--- src/rtl/riscv_pkg.sv ---
// Shared RV32 front-end definitions: word width, the canonical NOP,
// the halt sentinel instruction and the fetch FSM state type.
package riscv_pkg;

    localparam int XLEN = 32;

    // addi x0,x0,0
    localparam logic [XLEN-1:0] NOP_INST_DEFAULT = 32'h0000_0013;

    // All-zero word is an illegal encoding; fetching it parks the front end.
    localparam logic [XLEN-1:0] INST_HALT = 32'h0000_0000;

    typedef enum logic {
        RUN  = 1'b0,
        HALT = 1'b1
    } fetch_state_t;

endpackage

--- src/rtl/ifid_reg.sv ---
// IF/ID pipeline register. Priority is flush > hold > load; flushing
// injects a NOP bubble with a zeroed PC pair and valid cleared.
module ifid_reg
    import riscv_pkg::*;
#(
    parameter logic [XLEN-1:0] NOP_INST = NOP_INST_DEFAULT
) (
    input  logic            clk,
    input  logic            rst,
    input  logic            load_i,
    input  logic            flush_i,
    input  logic            hold_i,
    input  logic [XLEN-1:0] pc_i,
    input  logic [XLEN-1:0] pc4_i,
    input  logic [XLEN-1:0] inst_i,
    output logic [XLEN-1:0] pc_o,
    output logic [XLEN-1:0] pc4_o,
    output logic [XLEN-1:0] inst_o,
    output logic            valid_o
);

    logic [XLEN-1:0] pc_q, pc_d;
    logic [XLEN-1:0] pc4_q, pc4_d;
    logic [XLEN-1:0] inst_q, inst_d;
    logic            valid_q, valid_d;

    always_comb begin
        pc_d    = pc_q;
        pc4_d   = pc4_q;
        inst_d  = inst_q;
        valid_d = valid_q;
        if (flush_i) begin
            pc_d    = '0;
            pc4_d   = '0;
            inst_d  = NOP_INST;
            valid_d = 1'b0;
        end else if (!hold_i && load_i) begin
            pc_d    = pc_i;
            pc4_d   = pc4_i;
            inst_d  = inst_i;
            valid_d = 1'b1;
        end
    end

    // NOTE: sequential state uses non-blocking assignments so every register
    // samples the pre-edge value of its inputs, independent of block order.
    always_ff @(posedge clk or posedge rst) begin
        if (rst) begin
            pc_q    <= '0;
            pc4_q   <= '0;
            inst_q  <= NOP_INST;
            valid_q <= 1'b0;
        end else begin
            pc_q    <= pc_d;
            pc4_q   <= pc4_d;
            inst_q  <= inst_d;
            valid_q <= valid_d;
        end
    end

    assign pc_o    = pc_q;
    assign pc4_o   = pc4_q;
    assign inst_o  = inst_q;
    assign valid_o = valid_q;

endmodule

--- src/rtl/fetch_stage.sv ---
// Instruction fetch stage: PC register, RUN/HALT FSM and IF/ID register.
// Define FETCH_PERF_CNT_EN to build the fetch/flush performance counters.
module fetch_stage
    import riscv_pkg::*;
#(
    parameter logic [XLEN-1:0] RESET_PC = 32'h0000_0000,
    parameter logic [XLEN-1:0] NOP_INST = NOP_INST_DEFAULT
) (
    input  logic            clk,
    input  logic            rst,
    input  logic            stall_i,
    input  logic            redirect_i,
    input  logic [XLEN-1:0] redirect_pc_i,
    output logic [XLEN-1:0] imem_addr_o,
    input  logic [XLEN-1:0] imem_inst_i,
    output logic [XLEN-1:0] ifid_pc_o,
    output logic [XLEN-1:0] ifid_pc4_o,
    output logic [XLEN-1:0] ifid_inst_o,
    output logic            ifid_valid_o,
    output logic            halted_o,
    output logic [XLEN-1:0] fetch_cnt_o,
    output logic [XLEN-1:0] flush_cnt_o
);

    localparam logic [XLEN-1:0] PC_ALIGN_MASK = ~32'h3;

    fetch_state_t    state_q, state_d;
    logic [XLEN-1:0] pc_q, pc_d;
    logic [XLEN-1:0] pc_plus4;
    logic            ifid_load, ifid_flush, ifid_hold;

    assign pc_plus4 = pc_q + 32'd4;

    // NOTE: every output of this block is given a default first, so no path
    // through the case leaves a signal unassigned and no latch is inferred.
    always_comb begin
        state_d    = state_q;
        pc_d       = pc_q;
        ifid_load  = 1'b0;
        ifid_flush = 1'b0;
        ifid_hold  = 1'b1;
        if (redirect_i) begin
            pc_d       = redirect_pc_i & PC_ALIGN_MASK;
            ifid_flush = 1'b1;
            state_d    = RUN;
        end else begin
            unique case (state_q)
                RUN: begin
                    if (!stall_i) begin
                        if (imem_inst_i == INST_HALT) begin
                            // Park on the sentinel; PC stays on it for debug.
                            ifid_flush = 1'b1;
                            state_d    = HALT;
                        end else begin
                            pc_d      = pc_plus4;
                            ifid_load = 1'b1;
                            ifid_hold = 1'b0;
                        end
                    end
                end
                HALT: begin
                    // stall_i is irrelevant here; only redirect or reset leave.
                end
                default: state_d = RUN;
            endcase
        end
    end

    always_ff @(posedge clk or posedge rst) begin
        if (rst) begin
            state_q <= RUN;
            pc_q    <= RESET_PC;
        end else begin
            state_q <= state_d;
            pc_q    <= pc_d;
        end
    end

    ifid_reg #(
        .NOP_INST (NOP_INST)
    ) u_ifid_reg (
        .clk     (clk),
        .rst     (rst),
        .load_i  (ifid_load),
        .flush_i (ifid_flush),
        .hold_i  (ifid_hold),
        .pc_i    (pc_q),
        .pc4_i   (pc_plus4),
        .inst_i  (imem_inst_i),
        .pc_o    (ifid_pc_o),
        .pc4_o   (ifid_pc4_o),
        .inst_o  (ifid_inst_o),
        .valid_o (ifid_valid_o)
    );

    assign imem_addr_o = pc_q;
    assign halted_o    = (state_q == HALT);

`ifdef FETCH_PERF_CNT_EN
    logic [XLEN-1:0] fetch_cnt_q, fetch_cnt_d;
    logic [XLEN-1:0] flush_cnt_q, flush_cnt_d;

    // Both counters wrap naturally at 2^32.
    always_comb begin
        fetch_cnt_d = fetch_cnt_q + (ifid_load ? 32'd1 : 32'd0);
        flush_cnt_d = flush_cnt_q + (redirect_i ? 32'd1 : 32'd0);
    end

    always_ff @(posedge clk or posedge rst) begin
        if (rst) begin
            fetch_cnt_q <= '0;
            flush_cnt_q <= '0;
        end else begin
            fetch_cnt_q <= fetch_cnt_d;
            flush_cnt_q <= flush_cnt_d;
        end
    end

    assign fetch_cnt_o = fetch_cnt_q;
    assign flush_cnt_o = flush_cnt_q;
`else
    assign fetch_cnt_o = '0;
    assign flush_cnt_o = '0;
`endif

endmodule

--- config.mk ---
export PLATFORM = sky130hd
export DESIGN_NAME = fetch_stage
export DESIGN_NICKNAME = d
export VERILOG_FILES = /design/src/rtl/riscv_pkg.sv /design/src/rtl/ifid_reg.sv /design/src/rtl/fetch_stage.sv
export SDC_FILE = /design/constraint.sdc
export NUM_CORES = 1
export LEC_CHECK = 0
export ABC_AREA = 1
export ABC_CLOCK_PERIOD_IN_PS = 3100
export CORE_ASPECT_RATIO = 2
export CORE_MARGIN = 3
export CORE_UTILIZATION = 45
export DETAILED_ROUTE_END_ITERATION = 12
export PLACE_DENSITY = 0.81
export SETUP_SLACK_MARGIN = 0.05
export SYNTH_ARGS = -nofsm -noshare
export SYNTH_HDL_FRONTEND = slang
export SYNTH_HIERARCHICAL = 1
export SYNTH_SLANG_ARGS = --single-unit
--- constraint.sdc ---
create_clock -name clk -period 3.1 [get_ports clk]
set_input_delay 0.31 -clock clk [delete_from_list [all_inputs] [get_ports clk]]
set_output_delay 0.31 -clock clk [all_outputs]
set_load 0.01 [all_outputs]
==> impl_metrics.tcl <==
set metrics [dict create \
    final_cell_mix "nand2_1 (302), nand3_1 (242), clkdlybuf4s50_1 (193)" \
    grt_pass1_vias 6523 \
    finalNetCount 1211 \
    fin_tns_setup_ns 0 \
    routed-via-count 6943 \
    syn_area_mm2 0.00717 \
    dp_hpwl_um 16100 \
    critPathArrivalTime_ns 2.89 \
    drc 0 \
    drtAntennaViolNets 0 \
    endpoint_kind "register" \
    skew_ns 0.0113 \
    crit_path_frequent_cell "nand2_1" \
    nFillCells 1319 \
    drt-vias-per-instance 5.13 \
    p_per_area_mw_per_mm2 494 \
    die_y_um 184 \
    max_stage_delay_ns 0.51 \
    area_delta_synth_final_pct 34.6 \
    hold_buffers 0 \
    antenna_found_initial 0 \
    postCtsSetupBuffers 0 \
    syn_inst 966 \
    clock_sinks 128 \
    holdWs_ns 0.346 \
    drt_iter0_markers 548 \
    clk_pin_slew_ns 0.06 \
    grtUsageTotal_pct 25.7 \
    status "finished, final reports clean" \
    cp_cell_sequence "clkdlybuf4s50_1 -> nor2_1 -> nand2_1 -> nor2_1 -> nand2_1 -> nor2_1 -> nor2_2 -> nand2_1 -> inv_1 -> inv_2 -> nor2_4 -> buf_4 -> nand3_1 -> nand2_1" \
    worstSetupPathType "primary input to register" \
    cp_num_buf_inv 4 \
    seq_area_frac_synth_pct 44.7 \
    die_w_um 95.2 \
    path_delay_family "simple AND/OR/NAND/NOR gates" \
    crit_path_max_fanout 40 \
    rows 64 \
    relSlewSlack_pct 56.2 \
    initial_utilization_pct 46.4 \
    fmax_mhz 394 \
    yosysWarnings 6 \
    cts_tree "built" \
    final-max-slew-violation-count 0 \
    startpoint "imem_inst_i[24]" \
    drtPass1Iterations 5 \
    htree_levels 4 \
    cp_data_required_time_ns 3.45 \
    fin_crit_sh_pct 81.9 \
    ios 262 \
    rsz0062_at_grt "no" \
    antennaDiodeCount 0 \
    totalWireLength_um 22400 \
    setup-violations-final 0 \
    syn_avg_cell_area_um2 7.42 \
    p_leak_nw 4.79 \
    placed_area_mm2 0.00901 \
    grt_max_degree 67 \
    grt_pass1_wl_um 34500 \
    layout_min_cycle_time_ns 2.54 \
    die_area_mm2 0.0176 \
    startpoint_type "primary input" \
    numCtsBuffers 17 \
    wl_per_cell_um 16.6 \
    r2r_start "halted_o" \
    gr-total-overflow 0 \
    hold_violations 0 \
    worstSkewPairLatency_ns 0.42 \
    cts_root_buf "clkbuf_16" \
    final_common_cell "nand2_1" \
    port_buffers 193 \
    place.gp.congestion 0.906 \
    cp_slowest_cell "buf_4" \
    synth_seq_cells 128 \
    cts_resized 0 \
    worst_pin_slew_ns 0.656 \
    clock_path_buffers 2 \
    ys_types 27 \
    finalInstanceArea_mm2 0.00965 \
    hold_path_class "primary input to async pin" \
    core_area_mm2 0.0155 \
    max_cap_viol_count 0 \
    drive_gt1_share_pct 6.58 \
    peakVddDrop_v 0.000350 \
]
-- cell type report --
class	count	area [um2]	area share, %
repair buffers	207	2100	21.8
well taps	198	248	2.57
clock inverters	10	158	1.63
multi-input cells	741	3280	34.0
flip-flops and latches	128	3210	33.2
clock buffers	22	474	4.92
inverters	47	184	1.91
-- stage by stage --
stage	utilization, %	cells	worst slack, ns	power [mW]
final	62.4	1353	0.560	4.76
after global routing	62.4	1353	0.395	4.95
after floorplan	-	1035	0.261	2.31
after CTS	62.4	1353	0.604	4.79
after global placement	58.3	1321	0.196	2.63
after detailed placement	58.3	1321	0.154	2.64
-- cells in the mapped netlist --
cell type  count  area (um2)
a21oi_1        1        5.00
and2_1         4        25.0
buf_1          2        7.51
buf_2         23         115
buf_4         79         593
clkbuf_1      15        56.3
conb_1         1        3.75
dfrtp_1      125        3130
dfstp_2        3        78.8
ha_1           1        12.5
inv_1         45         169
inv_2          2        7.51
nand2_1      302        1130
nand2_2        5        31.3
nand3_1      242        1210
nand3b_1       2        15.0
nand4_1        1        6.26
nor2_1        63         236
nor2_2        10        62.6
nor2_4         4        45.0
nor3_1         1        5.00
o21ai_0       12        60.1
o21ai_1        7        35.0
o21ai_2        2        17.5
o21bai_1       3        22.5
or2_2          5        31.3
xor2_1         6        52.6
-- cells by family (layout without fill, tap and decap cells) --
group | Yosys count | count (layout) | synth area share [%]
simple gates | 639 | 639 | 39.1
flops | 128 | 128 | 44.7
fa+ha+maj | 1 | 1 | 0.175
xor+xnor | 6 | 6 | 0.733
other cells | 1 | 70 | 0.0523
buf+inv | 166 | 286 | 13.2
compound gates | 25 | 25 | 1.96
-- metal layers --
metal / GRT usage, % / share of wire, % / up-vias
li1: - / - / 3321
met2: 47.5 / 55 / 330
met5: 0 / 0 / -
met4: 13.8 / 4.1 / 0
met1: 26.7 / 34 / 3239
met3: 4.45 / 6.7 / 53
-- state kept, by name, summed over array words and instances (netlist names) --
| name | count |
|---|---|
| u_ifid_reg/inst_o | 32 |
| u_ifid_reg/pc4_o | 32 |
| u_ifid_reg/pc_o | 32 |
| u_ifid_reg/valid_o | 1 |
| halted_o | 1 |
| imem_addr_o | 30 |
-- path summary, 6_finish.rpt --
check                                        end  slack (ns)  cells past startpoint
hold reg to reg             u_ifid_reg/inst_o[1]        0.48                      2
min in group clk                 imem_addr_o[29]        0.48                      3
setup reg to reg              u_ifid_reg/pc_o[9]        0.68                     10
setup / recovery              u_ifid_reg/pc_o[9]        0.56                     14
hold / removal             u_ifid_reg/inst_o[30]        0.35                      2
max in group asynchronous        imem_addr_o[21]        2.00                      3
-- where the power goes --
group / internal [mW] / switching, mW
registers: 1.75 / 0.133
logic: 0.320 / 0.416
clock network: 1.41 / 0.736
Note: power is estimated with default switching activity, not from simulation.
